$ cat config.mk
export PLATFORM = sky130hd
export DESIGN_NAME = sa_weight_loader
export DESIGN_NICKNAME = d
export VERILOG_FILES = /design/src/rtl/sa_weight_loader.sv
export SDC_FILE = /design/constraint.sdc
export NUM_CORES = 1
export LEC_CHECK = 0
export CORE_AREA = 8 8 212 173
export CTS_CLUSTER_SIZE = 20
export DETAILED_ROUTE_END_ITERATION = 7
export DIE_AREA = 0 0 220 181
export SYNTH_ARGS = -nofsm -noshare
export SYNTH_HDL_FRONTEND = slang
export SYNTH_SLANG_ARGS = --single-unit
$ cat constraint.sdc
create_clock -name clk -period 3.6 [get_ports clk]
set_input_delay 0.54 -clock clk [delete_from_list [all_inputs] [get_ports clk]]
set_output_delay 0.54 -clock clk [all_outputs]
set_load 0.02 [all_outputs]
$ cat src/rtl/sa_weight_loader.sv
// Streams a burst of weight words from an upstream valid/ready source into the
// top cell of a systolic column through a small staging FIFO.
module sa_weight_loader #(
  parameter int DATA_WIDTH = 32,
  parameter int FIFO_DEPTH = 8,
  parameter int LEN_WIDTH  = 8
) (
  input  logic                  clk,
  input  logic                  rst,
  input  logic                  start,
  input  logic [LEN_WIDTH-1:0]  len,
  input  logic                  abort,
  input  logic [DATA_WIDTH-1:0] in_data,
  input  logic                  in_valid,
  output logic                  in_ready,
  input  logic                  out_hold,
  output logic [DATA_WIDTH-1:0] move_buff_out,
  output logic                  move_buff_out_valid,
  output logic                  busy,
  output logic                  done
);

  localparam int PTR_W = $clog2(FIFO_DEPTH);
  localparam int CNT_W = PTR_W + 1;

  typedef enum logic [1:0] {IDLE, LOAD, DONE} state_t;

  state_t                r_state;
  state_t                w_state_next;
  logic [LEN_WIDTH-1:0]  r_len;
  logic [LEN_WIDTH-1:0]  r_acc_cnt;
  logic [LEN_WIDTH-1:0]  r_emit_cnt;
  logic [PTR_W-1:0]      r_wr_ptr;
  logic [PTR_W-1:0]      r_rd_ptr;
  logic [CNT_W-1:0]      r_count;
  logic [DATA_WIDTH-1:0] r_mem [FIFO_DEPTH];
  logic [DATA_WIDTH-1:0] r_out;
  logic                  r_out_valid;
  logic                  r_done;

  logic w_full;
  logic w_empty;
  logic w_in_ready;
  logic w_busy;
  logic w_push;
  logic w_pop;
  logic w_last_emit;

  assign w_full      = (r_count == CNT_W'(FIFO_DEPTH));
  assign w_empty     = (r_count == '0);
  assign w_push      = in_valid && w_in_ready;
  assign w_pop       = (r_state == LOAD) && !w_empty && !out_hold;
  assign w_last_emit = w_pop && ((r_emit_cnt + LEN_WIDTH'(1)) == r_len);

  always_comb begin
    w_state_next = r_state;
    w_in_ready   = 1'b0;
    w_busy       = 1'b0;
    case (r_state)
      IDLE: begin
        if (start && (len != '0)) w_state_next = LOAD;
      end
      LOAD: begin
        w_busy     = 1'b1;
        w_in_ready = !w_full && (r_acc_cnt < r_len);
        if (w_last_emit) w_state_next = DONE;
      end
      DONE: begin
        w_busy       = 1'b1;
        w_state_next = IDLE;
      end
      default: w_state_next = IDLE;
    endcase
    // Abort overrides everything, including a burst finishing this cycle.
    if (abort) w_state_next = IDLE;
  end

  always_ff @(posedge clk) begin
    if (rst) begin
      r_state     <= IDLE;
      r_len       <= '0;
      r_acc_cnt   <= '0;
      r_emit_cnt  <= '0;
      r_wr_ptr    <= '0;
      r_rd_ptr    <= '0;
      r_count     <= '0;
      r_out       <= '0;
      r_out_valid <= 1'b0;
      r_done      <= 1'b0;
    end else begin
      r_state <= w_state_next;
      r_done  <= 1'b0;
      if (abort) begin
        r_acc_cnt   <= '0;
        r_emit_cnt  <= '0;
        r_wr_ptr    <= '0;
        r_rd_ptr    <= '0;
        r_count     <= '0;
        r_out_valid <= 1'b0;
      end else begin
        r_out_valid <= w_pop;
        if (w_pop) begin
          r_out      <= r_mem[r_rd_ptr];
          r_rd_ptr   <= r_rd_ptr + PTR_W'(1);
          r_emit_cnt <= r_emit_cnt + LEN_WIDTH'(1);
        end
        if (w_push) begin
          r_wr_ptr  <= r_wr_ptr + PTR_W'(1);
          r_acc_cnt <= r_acc_cnt + LEN_WIDTH'(1);
        end
        if (w_push && !w_pop)      r_count <= r_count + CNT_W'(1);
        else if (!w_push && w_pop) r_count <= r_count - CNT_W'(1);
        if ((r_state == IDLE) && start) begin
          // A zero-length request completes immediately without leaving IDLE.
          if (len == '0) r_done <= 1'b1;
          else           r_len  <= len;
          r_acc_cnt  <= '0;
          r_emit_cnt <= '0;
        end
        if (w_last_emit) r_done <= 1'b1;
      end
    end
  end

  always_ff @(posedge clk) begin
    if (!rst && !abort && w_push) r_mem[r_wr_ptr] <= in_data;
  end

  assign in_ready            = w_in_ready;
  assign busy                = w_busy;
  assign done                = r_done;
  assign move_buff_out       = r_out;
  assign move_buff_out_valid = r_out_valid;

endmodule

== Word level (Yosys, flattened, before mapping) ==
Memory sizes are Yosys's and may differ from the RTL's. A register that Yosys moved wholly into a read port is not among the register bits.
Cells that the tools add are included.
W data, S select, Z words.

* $add $sub $neg: 6
* $mul: 0
* Divide/modulo/power cells: 0
* Order comparisons: 1
* Equality and inequality tests: 6
* Shift-type cells: 0
* Muxes and demuxes: 12
* Bitwise gates (word level): 2
* Reductions and logical operators: 29

{| class="wikitable"
|+ Operators with widths
! operator !! count
|-
| $add A8 B1 Y8 const B || 2
|-
| $logic_and A1 B1 Y1 || 11
|-
| $eq A8 B8 Y1 || 1
|-
| $logic_not A8 Y1 || 1
|-
| $lt A8 B8 Y1 || 1
|-
| $mux W4 || 2
|-
| $reduce_bool A8 Y1 || 1
|-
| $logic_not A1 Y1 || 7
|-
| $mux W1 || 7
|-
| $add A3 B1 Y3 const B || 2
|-
| $add A4 B1 Y4 const B || 1
|-
| $eq A4 B4 Y1 const B || 1
|-
| $logic_not A4 Y1 || 1
|-
| $mux W2 || 2
|-
| $ne A2 B2 Y1 const B || 2
|-
| $pmux W2 S2 || 1
|-
| $reduce_and A2 Y1 || 2
|-
| $reduce_or A2 Y1 || 2
|-
| $sub A4 B1 Y4 const B || 1
|-
| $reduce_and A3 Y1 || 1
|-
| $reduce_or A3 Y1 || 1
|-
| $eq A2 B1 Y1 const B || 1
|-
| $eq A2 B2 Y1 const B || 1
|-
| $logic_not A2 Y1 || 1
|-
| other kinds (2) || 3
|}

* Register bits after elaboration: 38
* Latch bits: 0
* RAM bits: 256
* Bits in read-only memories: 0
* Bits of input ports: 46
* Word-level logic and storage cells: 66
* Memories: 1

{| class="wikitable"
|+ Memory list
! memory !! depth !! bits a word !! read ports !! clocked after memory_dff !! wr ports !! line !! RTL
|-
| r_mem || 8 || 32 || 1 || 1 || 1 || 36 || <nowiki>logic [DATA_WIDTH-1:0] r_mem [FIFO_DEPTH];</nowiki>
|}

== Depth between registers and ports, before layout ==
Gate-level depths: netlist of run 1.

* Depth after elaboration: 9
* Depth in mapped cells: 15
* Mapped depth without buffers: 14

== Worst setup path after synthesis of run 1 ==
OpenSTA, ideal clock, no wires.

* Path kind: register to register
* Start point: register r_len[7]
* End point: register r_count[3]
* Data arrival time: 2932 ps
* Data required time: 3530 ps
* Setup slack: 598 ps
* Cell stages (with the launch flop): 15
* Path buffers: 1
* Period minus slack after synthesis: 3002 ps
* Path through: dfxtp_1 > inv_1 > ha_1 > a221oi_2 > nand2_1 > a21oi_2 > buf_4 > ha_1 > inv_1 > ha_1 > a21o_1 > a21oi_1 > xnor2_1 > or3_1 > a21oi_1

* Longest elaborated chain between the ends: 7

{| class="wikitable"
|+ Ends and longest elaborated chain
! what !! line !! RTL
|-
| from (decl) || 30 || <nowiki>logic [LEN_WIDTH-1:0] r_len;</nowiki>
|-
| from (signal assigned) || 116 || <nowiki>else r_len <= len;</nowiki>
|-
| $lt A8 B8 Y1 (*) || 65 || <nowiki>w_in_ready = !w_full && (r_acc_cnt < r_len);</nowiki>
|-
| $logic_and A1 B1 Y1 (*) || 65 ||
|-
| $mux W1 (*) || 59 || <nowiki>case (r_state)</nowiki>
|-
| $logic_and A1 B1 Y1 (*) || 51 || <nowiki>assign w_push = in_valid && w_in_ready;</nowiki>
|-
| net w_push || 45 || <nowiki>logic w_push;</nowiki>
|-
| $logic_not A1 Y1 || 112 || <nowiki>else if (!w_push && w_pop) r_count <= r_count - CNT_W'(1);</nowiki>
|-
| $logic_and A1 B1 Y1 || 112 ||
|-
| $reduce_bool A2 Y1 (no line) || n/a ||
|-
| to (signal assigned) || 111 || <nowiki>if (w_push && !w_pop) r_count <= r_count + CNT_W'(1);</nowiki>
|-
| to (signal assigned) || 112 ||
|-
| to (decl) || 35 || <nowiki>logic [CNT_W-1:0] r_count;</nowiki>
|}

Mark *: on every way through the listed nets, which the timed path passes. The rest lies on a longest branch.
A chain may end at the register's enable or synchronous reset.

== Worst setup path after layout of run 1 ==
* Start point: register r_len[4]
* End point: output port in_ready

* Longest elaborated chain between the ends: 3

{| class="wikitable"
|+ Ends and longest elaborated chain
! what !! line !! RTL
|-
| $lt A8 B8 Y1 || 65 ||
|-
| $logic_and A1 B1 Y1 || 65 ||
|-
| $mux W1 || 59 ||
|-
| to (decl) || 15 || <nowiki>output logic in_ready,</nowiki>
|}

Every way passes these cells.

==> results.tsv, run 1 <==
stage	metric	value	unit
sta	part of the cycle the worst path needs	89.4	%
global_route	grt ovf	0	
routing	DRC	0	
sta	Final min period	3.22	ns
outcome	outcome	finished clean	
routing	Post-Route WL	27.5	mm
die	total die area	39800	sq um
routing	Final ANT Viol Nets	0	
job	max-cap check violation count	0	
clocking	postcts setup bufs	0	
clocking	CTS tree	yes	
sta	Worst-Margin Slew	0.875	ns
setup_path	CP Max Fanout	10	
sta	Max-slew headroom	41.4	%
cells_and_area	most frequent cells in the layout	edfxtp_1 (256), clkdlybuf4s50_1 (80), dfxtp_1 (67)	
logic_synthesis	post-synth cell types	55	
setup_path	reg2reg setup slack	0.58	ns
clocking	cts hold-fix bufs	0	
logic_synthesis	Post-Syn Area	13100	sq um
min_path	Hold Path Class	input port to register	
cells_and_area	diodes inserted	0	
sta	Slew Limit Fails	0	
clocking	Sink Count	326	
sta	final setup skew	0.0194	ns
die	Die X	220	um
die	Initial Utilization	39.5	%
cells_and_area	Storage cell area	9100	sq um
power	Worst VDD drop	0.281	mV
setup_path	CP Capture Type	primary output	
global_route	largest net degree at the start of global routing	47	
clocking	clock slew seen by the registers of the worst setup and hold paths	0.06	ns
routing	drt pass-1 iters	5	
setup_path	Setup Crit Path Kind	register to primary output	
cells_and_area	most common cell after layout, fill and taps aside	edfxtp_1	
global_route	initial antenna violation count	2	
placed_design	IO Port Bufs	81	
setup_path	CP Data Required Time	3.06	ns
die	# rows	60	
cells_and_area	fill count	2834	
cells_and_area	layout cell share with drive strength beyond 1	18.6	%
logic_synthesis	Yosys warning count	0	
sta	final setup vio count	0	
placed_design	HPWL after DPL	16.3	mm
power	PD cells	494	nW/um^2
clocking	Max Buffers Root-to-Sink	3	
die	# IOs	82	
global_route	vias in the first global route	7207	
routing	DR vias	6888	
clocking	total CTS buffers	34	
logic_synthesis	Post-Synthesis Net Count	828	
logic_synthesis	Syn Area/Cell	17.2	sq um
clocking	Clock Latency Late Sink	0.50	ns
clocking	CTS root buf	clkbuf_16	
placed_design	# placed instances	1264	
cells_and_area	final std cells w/o fill	1325	
logic_synthesis	number of synthesized flops with an enable pin	256	
cells_and_area	Final #Nets	930	
cells_and_area	Layout area overhead	18.9	%
routing	routed len/inst	20.8	um
sta	worst setup margin	0.382	ns
cells_and_area	area of the multi-input gates	3760	sq um
clocking	htree depth	2	
sta	RSZ-0062 raised after global routing	false	
setup_path	Arr. time, crit path	2.68	ns
routing	detailed router's first-iteration violation count	350	
die	core area	33200	sq um
logic_synthesis	top_reg_cell synth	edfxtp_1	
clocking	post_cts resized	0	
global_route	Tot GR Track Use	13.9	%
sta	final hold viol count	0	
die	DIE HEIGHT	181	um
power	Pleak	4.84	nW
power	overall power	0.00770	W
logic_synthesis	ys async rst share	0	%
sta	fmax	311	MHz
routing	drt via density	5.20	
sta	Setup TNS	0	ns
global_route	first-pass GRT wire length	43.0	mm
logic_synthesis	Cells after Synth	764	
placed_design	dpl ws	0.583	ns
setup_path	startpoint types	register	
logic_synthesis	flops & latches, synth	326	
placed_design	Final GP Congestion	0.815	
logic_synthesis	sequential fraction of the synthesis area	69.3	%
## through the flow
step                cell area [sq um]  util, %  hold slack (ns)
finish                          15600     47.0            0.424
global route                    15600     47.0            0.423
CTS                             15600     47.0            0.395
detailed placement              14500     43.7            0.486
global placement                14500     43.7            0.479
floorplan                       13100        -            0.446
## cell families (layout without fill, tap and decap cells)
| family | count (synthesis) | in the layout | share of synthesized area, % |
|---|---|---|---|
| flops | 326 | 326 | 69.3 |
| simple gates | 161 | 161 | 6.37 |
| mux | 115 | 115 | 14.9 |
| compound gates | 73 | 73 | 4.20 |
| buf+inv | 51 | 178 | 2.14 |
| xor+xnor | 20 | 20 | 1.34 |
| fa+ha+maj | 18 | 18 | 1.77 |
## path summary, 6_finish.rpt
check | startpoint | end | cells past startpoint
worst min-delay path | rst | r_state[1] | 3
worst max register to register | r_len[4] | r_count[3] | 14
worst min register to register | r_acc_cnt[7] | r_acc_cnt[7] | 2
worst max-delay path | r_len[4] | in_ready | 7
## state kept, by name (all words and copies together), names as in the netlist
register	flops
done	1
move_buff_out	32
move_buff_out_valid	1
r_acc_cnt	8
r_count	4
r_emit_cnt	8
r_len	8
r_mem	256
r_rd_ptr	3
r_state	2
r_wr_ptr	3
## routing by layer
metal | vias up | GRT usage (%) | wire length (um)
met1 | 3469 | 19.7 | 13000
li1 | 3216 | - | -
met2 | 156 | 21.3 | 12500
met3 | 43 | 2.97 | 1480
met5 | - | 0 | 29
met4 | 4 | 3.79 | 505
## power by group
group | switching, W | internal [W] | total, W | leakage [nW]
registers | 0.00000891 | 0.00406 | 0.00407 | 2.87
logic | 0.000117 | 0.0000885 | 0.000206 | 1.45
clock network | 0.00140 | 0.00202 | 0.00343 | 0.526
total | 0.00153 | 0.00617 | 0.00770 | 4.84
## area by class of cell
cell class	count	share of cell area, %
well taps	434	3.48
multi-input cells	387	24.1
flip-flops and latches	326	58.3
clock inverters	17	1.04
clock buffers	44	5.90
inverters	12	0.337
repair buffers	105	6.80
## cell usage after synthesis, drive strengths merged (12+ instances only)
| cell | count | share of area (%) |
|---|---|---|
| a211oi | 35 | 2.3 |
| a21oi | 19 | 0.78 |
| buf | 30 | 1.5 |
| dfxtp | 70 | 11 |
| edfxtp | 256 | 59 |
| ha | 17 | 1.6 |
| inv | 12 | 0.40 |
| mux2i | 51 | 3.9 |
| mux4 | 64 | 11 |
| nand2 | 27 | 0.77 |
| nand3 | 14 | 0.53 |
| nor2 | 60 | 1.8 |
| xnor2 | 14 | 0.93 |
## critical path, cell delays in order (launching register included)
cell and delay, ns:
dfxtp_1 0.40, inv_1 0.08, ha_1 0.31, a21o_1 0.16, a21oi_1 0.19, o21ai_2 0.18, a21boi_0 0.22, clkdlybuf4s50_1 0.64
Power figures use the tool's default switching activity.
==> inputs of run 2 (changes only) <==
--- a/config.mk
+++ b/config.mk
@@ -5,10 +5,10 @@
 export SDC_FILE = /design/constraint.sdc
 export NUM_CORES = 1
 export LEC_CHECK = 0
-export CORE_AREA = 8 8 212 173
+export CORE_AREA = 8 8 243 199
 export CTS_CLUSTER_SIZE = 20
 export DETAILED_ROUTE_END_ITERATION = 7
-export DIE_AREA = 0 0 220 181
+export DIE_AREA = 0 0 251 207
 export SYNTH_ARGS = -nofsm -noshare
 export SYNTH_HDL_FRONTEND = slang
 export SYNTH_SLANG_ARGS = --single-unit
==> constraint.sdc (replaced) <==
create_clock -name clk -period 3.8 [get_ports clk]
set_input_delay 0.57 -clock clk [delete_from_list [all_inputs] [get_ports clk]]
set_output_delay 0.57 -clock clk [all_outputs]
set_load 0.02 [all_outputs]
==> run 2 against run 1 <==
Sequential share of layout area shrank 0.73 points; sequential power decreased by 5.2%; clock-buffer cell count grew 7; setup slack improved by 0.18 ns; global-route usage decreased by 3.2 points; non-clock buffer count fell by 2; die area increased by 30%; combinational power shrank 6%; design area increased by 1.3%; largest power group unchanged.
==> results.tsv, run 2 (synthesis results as in run 1) <==
stage	metric	value	unit	change
outcome	outcome	finished clean		unchanged
routing	drt via density	4.64		was 5.20
job	max-cap check violation count	0		unchanged
global_route	vias in the first global route	7098		was 7207
power	PD cells	467	nW/um^2	was 494 nW/um^2
cells_and_area	max reg flops	256		unchanged
placed_design	HPWL after DPL	16.8	mm	was 16.3 mm
cells_and_area	most common cell after layout, fill and taps aside	edfxtp_1		unchanged
sta	RSZ-0062 raised after global routing	false		unchanged
power	Pleak	4.86	nW	was 4.84 nW
die	# IOs	82		unchanged
routing	detailed router's first-iteration violation count	398		was 350
sta	final setup vio count	0		unchanged
die	Die X	251	um	was 220 um
die	total die area	52000	sq um	was 39800 sq um
cells_and_area	largest reg by FF count	r_mem		unchanged
routing	Final ANT Viol Nets	0		unchanged
cells_and_area	layout cell share with drive strength beyond 1	18.3	%	was 18.6%
clocking	clock slew seen by the registers of the worst setup and hold paths	0.06	ns	about the same
min_path	worst hold start	r_acc_cnt[7]		was rst
sta	Slew Limit Fails	0		unchanged
placed_design	IO Port Bufs	81		unchanged
die	# rows	70		was 60
setup_path	R2R Path Start	r_len[4]		unchanged
clocking	postcts setup bufs	0		unchanged
sta	Worst-Margin Slew	0.887	ns	was 0.875 ns
placed_design	dpl ws	0.832	ns	was 0.583 ns
setup_path	startpoint types	register		unchanged
die	Initial Utilization	29.4	%	was 39.5%
cells_and_area	area of the multi-input gates	3760	sq um	unchanged
routing	drt pass-1 iters	4		was 5
min_path	Hold Path Sink	r_acc_cnt[7]		was r_state[1]
setup_path	R2R depth	14		unchanged
routing	routed len/inst	19.2	um	was 20.8 um
sta	part of the cycle the worst path needs	85.1	%	
cells_and_area	most frequent cells in the layout	edfxtp_1 (256), clkdlybuf4s50_1 (80), dfxtp_1 (67)		unchanged
sta	final hold viol count	0		unchanged
setup_path	CP Capture Type	primary output		unchanged
clocking	Max Buffers Root-to-Sink	3		unchanged
min_path	WHS Path Cells	2		was 3
sta	final setup skew	0.0116	ns	was 0.0194 ns
placed_design	Final GP Congestion	0.797		was 0.815
min_path	Hold Path Class	register to register		was input port to register
cells_and_area	Storage cell area	9100	sq um	unchanged
clocking	Sink Count	326		unchanged
clocking	Clock Latency Late Sink	0.52	ns	was 0.50 ns
clocking	post_cts resized	0		unchanged
setup_path	CP Max Fanout	10		unchanged
global_route	initial antenna violation count	3		was 2
routing	Post-Route WL	28.2	mm	was 27.5 mm
global_route	first-pass GRT wire length	43.0	mm	about the same
sta	Max-slew headroom	40.6	%	was 41.4%
routing	DR vias	6835		was 6888
setup_path	FF-to-FF End	r_count[3]		unchanged
power	Worst VDD drop	0.268	mV	was 0.281 mV
cells_and_area	Final #Nets	931		was 930
cells_and_area	fill count	4206		was 2834
sta	Final min period	3.23	ns	
clocking	CTS tree	yes		unchanged
clocking	CTS root buf	clkbuf_16		unchanged
global_route	Tot GR Track Use	10.7	%	was 13.9%
global_route	largest net degree at the start of global routing	65		was 47
clocking	htree depth	2		unchanged
die	DIE HEIGHT	207	um	was 181 um
sta	worst setup margin	0.567	ns	was 0.382 ns
sta	Setup TNS	0	ns	unchanged
routing	DRC	0		unchanged
sta	fmax	309	MHz	
global_route	grt ovf	0		unchanged
setup_path	Setup Crit Path Kind	register to primary output		unchanged
clocking	cts hold-fix bufs	0		unchanged
setup_path	reg2reg setup slack	0.83	ns	was 0.58 ns
cells_and_area	Layout area overhead	20.4	%	was 18.9%
setup_path	CP Data Required Time	3.23	ns	was 3.06 ns
setup_path	Arr. time, crit path	2.66	ns	was 2.68 ns
die	core area	44700	sq um	was 33200 sq um
clocking	total CTS buffers	37		was 34
run 2: cell count changes in the layout (fill, tap and decap cells not counted), sizes merged:
cell      change
buf           -2
bufinv        -2
clkbuf        +7
clkinv        +3
clkinvlp      -2
diode         +1
inv           +1
run 2: power by group:
| group | internal [W] | switching [W] | total [W] |
|---|---|---|---|
| logic | 0.0000837 | 0.000111 | 0.000194 |
| registers | 0.00385 | 0.00000824 | 0.00386 |
| clock network | 0.00197 | 0.00135 | 0.00332 |
run 2: worst max-delay path by stage:
stage,start,to
after global routing,r_len[4],in_ready
after floorplan,r_len[7],r_count[3]
after CTS,r_len[4],in_ready
after detailed placement,out_hold,r_count[3]
final,r_len[4],in_ready
after global placement,out_hold,r_count[3]
run 2: critical path, cell delays in order, from the launching register on:
cell	delay [ns]
dfxtp_1	0.39
inv_1	0.08
ha_1	0.31
a21o_1	0.17
a21oi_1	0.16
o21ai_2	0.16
a21boi_0	0.23
clkdlybuf4s50_1	0.65
run 2: per-stage QoR:
step / hold slack (ns) / instance area (sq um) / power [W] / utilization (%) / instances
final: 0.490 / 15800 / 0.00737 / 35.4 / 1473
after detailed placement: 0.478 / 14600 / 0.00413 / 32.8 / 1404
after CTS: 0.493 / 15800 / 0.00749 / 35.3 / 1472
after floorplan: 0.446 / 13100 / 0.00402 / - / 764
after global routing: 0.514 / 15800 / 0.00765 / 35.3 / 1472
after global placement: 0.464 / 14600 / 0.00412 / 32.8 / 1404
run 2: area by class of cell:
type	count	area share (%)
antenna	1	0.0158
clock buffer	51	6.53
clock inverter	17	0.697
inverter	12	0.333
multi-input combinational	387	23.8
sequential	326	57.6
tap	576	4.56
timing repair buffer	103	6.47
run 2: metal layers:
layer  vias up  part of all wire, %  global-route usage, %
li1       3223                    -                      -
met2       111                   48                   17.6
met3        51                  4.0                   2.39
met1      3446                   46                   14.0
met4         4                  2.1                   2.97
met5         -                0.089                      0
==> edit 1: new RTL, config.mk and constraints of run 1 <==
The parameter `LEN_WIDTH` goes from 8 to 4.
--- a/src/rtl/sa_weight_loader.sv
+++ b/src/rtl/sa_weight_loader.sv
@@ -4,5 +4,5 @@
   parameter int DATA_WIDTH = 32,
   parameter int FIFO_DEPTH = 8,
-  parameter int LEN_WIDTH  = 8
+  parameter int LEN_WIDTH  = 4
 ) (
   input  logic                  clk,
Interface: changed (resized len); port bits go from 82 to 78. The function was not compared with the original's and may differ.
==> edit 1 against run 1 <==
Sequential share of layout area grew 2.0 points; setup slack better by 0.070 ns; synthesized cell count decreased by 15%; wire length is 11% lower; maximum frequency up 2.2%; synthesized area down 6.3%; sequential cell count shrank 12; power down 6.2%; final area decreased by 5.9%.
==> edit 1: results (changes against run 1) <==
Status
The run finished with clean final reports.

Critical path
The slowest stage of the critical path is the sky130_fd_sc_hd__dfxtp_1 cell. The register-to-register path setup slack was 0.45 ns (-0.13 ns). The origin of the critical flop-to-flop path is r_len[3].

The maximum fanout along the worst path was 9 (-1). The delay contributed by the slowest stage of the critical path is 0.37 ns (-0.27 ns). The worst reg-to-reg path cell count is 15 (+1).

Power
The power drawn by the clock network is 3140 µW (-8.5%). The fraction of power spent switching nets is 19.45% (-0.40 points). The power of the combinational group was 153 µW (-26%). The static leakage power was 0.004426 µW (-8.6%). The clock power share is 43.5% (-1.0 points).

Placement
The placed cell count is 1144 (-9.5%). The worst setup timing slack at the placement stage is 0.4734 ns (-0.1093 ns). The post-DP HPWL came to 14240 µm (-13%). The number of I/O port buffers is 77 (-4.9%). The cell area reported after detailed placement is 13690 µm² (-5.6%).

Synth
The mean post-synth cell area is 18.96 µm² (+10%). The count of unique library cells instantiated by Yosys came to 43 (-22%). The post-synthesis share of cell area spent on xor and xnor gates is 0.9676% (-0.37 points). The compound-gate portion of the synthesized area was 4.410% (+0.21 points). The sequential share of the synthesized area is 72.03% (+2.7 points). Sorting the synthesized cells by area gives the leading types as sky130_fd_sc_hd__edfxtp_1 63%, sky130_fd_sc_hd__mux4_2 12%, sky130_fd_sc_hd__dfxtp_1 9.5%. The share of synthesized cell area in full adder, half adder and majority cells is 1.487% (-0.29 points). The net count of the mapped netlist was 704 (-15%). The multiplexer share of the synthesized area is 14.99% (+0.11 points).

Routing
The mean routed wirelength per cell is 20.30 µm (-2.2%). The iteration-0 DRC count of the detailed router is 388 (+11%).

Global routing
The largest net degree at the start of global routing is 49 (+4.3%). The met1 usage in global routing was 17.90% (-1.8 points). The first-pass GRT wire length is 37610 µm (-13%). The met2 layer usage reported by global route was 18.52% (-2.8 points). The met3 track utilization from global routing is 2.888% (-0.083 points).

The overall track demand over capacity in global routing is 12.26% (-1.6 points).

STA
The final worst clock skew is 0.008510 ns (-0.01092 ns). The hold slack came to 0.4735 ns (+0.04940 ns).

Finish
The final design area excluding fillers was 14680 µm² (-5.9%). The number of fill cells in the layout is 2898 (+2.3%). The number of nets in the final layout is 798 (-14%).

Hold path
The count of cells along the worst hold path was 2 (-1). The worst hold path begins at r_acc_cnt[3]. The hold-critical path endpoint is r_acc_cnt[3].

Clock network
The clock latency on the worst-skew pair is 0.56 ns (+0.06 ns). The H-tree level count came to 1 (-1). The number of buffers inserted during clock tree synthesis is 30 (-12%).
-- edit 1: cell types whose count changed in the layout (fill, tap and decap cells not counted), moves of 8 or more --
| cell | delta |
|---|---|
| sky130_fd_sc_hd__xnor2_1 | -8 |
| sky130_fd_sc_hd__nor2_1 | -10 |
| sky130_fd_sc_hd__and3_1 | -8 |
| sky130_fd_sc_hd__a211oi_1 | -24 |
| sky130_fd_sc_hd__a211oi_2 | +21 |
| sky130_fd_sc_hd__mux2i_1 | -11 |
| sky130_fd_sc_hd__buf_4 | -12 |
| sky130_fd_sc_hd__nand3_1 | -10 |
| sky130_fd_sc_hd__dfxtp_1 | -12 |
-- edit 1: how the worst max path moves through the flow --
stage	slack [ns]	startpoint	end
after floorplan	-1.31	r_len[1]	r_mem[5][0]
after global placement	0.51	in_valid	r_count[3]
after detailed placement	0.47	in_valid	r_count[3]
after CTS	0.45	r_len[3]	r_count[3]
after global routing	0.08	r_len[3]	r_count[3]
final	0.45	r_len[3]	r_count[3]
-- edit 1: layout make-up --
class                           count  area (µm²)  share of cell area, %
Clock buffer                       40       788.3                  5.369
Sequential cell                   314        8855                  60.32
Tap cell                          434       543.0                  3.699
Timing Repair Buffer               93        1011                  6.887
Inverter                            9       36.28                 0.2472
Multi-Input combinational cell    294        3249                  22.13
Clock inverter                     16       197.7                  1.347
-- edit 1: layer usage --
layer	wire length (µm)	vias to the layer above
li1	-	2778
met4	414	4
met1	11670	3048
met5	25	-
met2	11100	120
met3	1144	39
-- edit 1: cell families after synthesis --
| logic type | after synthesis |
|---|---|
| AOI/OAI and AO/OA | 58 |
| xor gates and xnor gates | 12 |
| adders and majority gates | 14 |
| buffers and inverters | 40 |
| DFF | 314 |
| muxes | 104 |
| and+or+nand+nor | 106 |
==> edit 2: new RTL, config.mk and constraints of run 1 <==
Made on the original files. Make the reset (`rst`) asynchronous in one clocked block.
--- a/src/rtl/sa_weight_loader.sv
+++ b/src/rtl/sa_weight_loader.sv
@@ -76,5 +76,5 @@
   end
 
-  always_ff @(posedge clk) begin
+  always_ff @(posedge clk or posedge rst) begin
     if (rst) begin
       r_state     <= IDLE;
Formal check against the unedited RTL: differs if rst is asserted again (counterexample within 4 cycles, from zero or initial values and one cycle with rst high); with rst held inactive, the same outputs for 4 cycles.
==> edit 2 against run 1 <==
Non-clock buffer count is 1 higher; synthesized cell count is 2.9% lower; final area is 0.51% higher; synthesized area is 0.36% lower; wire length is 4.7% lower; sequential cell count stayed put; cell count is 1.4% lower; setup slack better by 0.0097 ns; critical path type unchanged; critical endpoint unchanged.
Power is not compared: it rests on default switching activity, and its combinational part moved more than twofold at a synthesized area within 25%.
==> edit 2: results (changes against run 1) <==
Synth
The compound-gate portion of the synthesized area came to 3.485% (-0.71 points). The number of enable flip-flop cells after synthesis is 256 (unchanged). The net count of the mapped netlist is 805 (-2.8%). By area the synthesized netlist is led by sky130_fd_sc_hd__edfxtp_1 59%, sky130_fd_sc_hd__dfrtp_1 13%, sky130_fd_sc_hd__mux4_2 11%.

The fraction of registers with async set or reset after synthesis was 21.47% (+21 points). The post-synthesis share of cell area spent on xor and xnor gates is 1.542% (+0.21 points). The sequential share of the synthesized area is 72.23% (+2.9 points). The multiplexer share of the synthesized area is 14.22% (-0.66 points). The share of synthesized cell area in full adder, half adder and majority cells is 1.685% (-0.089 points). The synthesized instance count is 742 (-2.9%). Ranked by instance count, the synthesized netlist is headed by 256 x sky130_fd_sc_hd__edfxtp_1, 70 x sky130_fd_sc_hd__dfrtp_1, 64 x sky130_fd_sc_hd__mux4_2. The count of unique library cells instantiated by Yosys is 47 (-15%).

Placement
The post-DP HPWL is 16460 µm (+0.71%). The worst setup timing slack at the placement stage is 0.4982 ns (-0.08441 ns). The placed cell count came to 1246 (-1.4%).

The final weighted congestion in routability-driven placement is 0.7460 (-8.4%).

Global routing
The largest net degree at the start of global routing came to 56 (+19%). The overall track demand over capacity in global routing is 13.38% (-0.49 points). The number of antenna violations at the first check in global routing was 0 (-2). The number of global-route vias before repair was 6968 (-3.3%).

The first-pass GRT wire length is 41620 µm (-3.3%).

STA
The relative slew slack is 30.11% (-11 points). The final worst clock skew is 0.01158 ns (-0.007850 ns).

Finish
The share of cells above drive strength 1 is 17.98% (-0.65 points). The number of fill cells in the layout is 2807 (-0.95%). The number of nets in the final layout is 911 (-2.0%).

Routing
The mean routed wirelength per cell came to 20.06 µm (-3.4%). The iteration-0 DRC count of the detailed router is 456 (+30%). The total wire length after detailed routing came to 26220 µm (-4.7%).

The number of vias per cell came to 5.080 (-2.3%). The first-pass iteration count of the detailed router is 4 (-1).

Critical path
The arrival time at the worst endpoint is 2.67 ns (about the same). The delay contributed by the slowest stage of the critical path is 0.68 ns (+0.04 ns). The maximum fanout along the worst path came to 5 (-5).

Hold path
The tightest min-delay check is of the reg -> reg type.

Clock network
The tree is rooted in a sky130_fd_sc_hd__clkbuf_16.

Status
The flow ran to the end, and the final reports show no timing, DRC or antenna violations.

Power
The static leakage power is around 0.0052 µW.
[edit 2: changes by cell type in the layout (fill, tap and decap cells not counted), sizes merged, moves of 10 or more]
cell	delta
mux2i	-15
a211oi	-34
dfrtp	+70
a21oi	+28
dfxtp	-70
nand3	-10
o21ai	+12
[edit 2: through the flow]
stage	area, µm²	hold slack [ns]
global placement	14600	0.5105
finish	15670	0.5225
detailed placement	14600	0.5173
floorplan	13080	0.5238
global route	15670	0.5540
CTS	15670	0.5330
[edit 2: worst paths after layout]
check | from | to | slack [ns] | cells after the start
setup / recovery | r_acc_cnt[5] | in_ready | 0.39 | 6
hold / removal | move_buff_out[24] | move_buff_out[24] | 0.52 | 2
max in group asynchronous | rst | move_buff_out[31] | 2.13 | 3
min in group asynchronous | rst | done | 0.63 | 2
setup reg to reg | r_state[1] | r_mem[2][21] | 0.50 | 10
hold reg to reg | move_buff_out[24] | move_buff_out[24] | 0.52 | 2
[edit 2: power groups by stage]
stage / logic, µW / clock network [µW] / registers (µW)
after floorplan: 810 / 0 / 4740
after global placement: 1630 / 0 / 4600
after detailed placement: 1630 / 0 / 4610
after CTS: 1640 / 3470 / 4540
after global routing: 1780 / 3600 / 4570
final: 1610 / 3360 / 4530
[edit 2: metal layers]
metal  routed length, µm  up-vias  part of all wire (%)  global-route usage, %
met5                   0        -                     0                      0
met4                 352        0                   1.3                  2.701
met3                1290       34                   4.9                  2.955
met2               11870      133                    45                  20.28
met1               12710     3377                    48                  19.61
li1                    -     3095                     -                      -
[edit 2: layout make-up]
cell class,instances,area [µm²],area share [%]
tap,434,543.0,3.465
inverter,18,68.82,0.4391
clock buffer,48,954.7,6.092
clock inverter,13,117.6,0.7505
multi-input combinational,362,3481,22.21
sequential,326,9445,60.27
timing repair buffer,106,1061,6.770
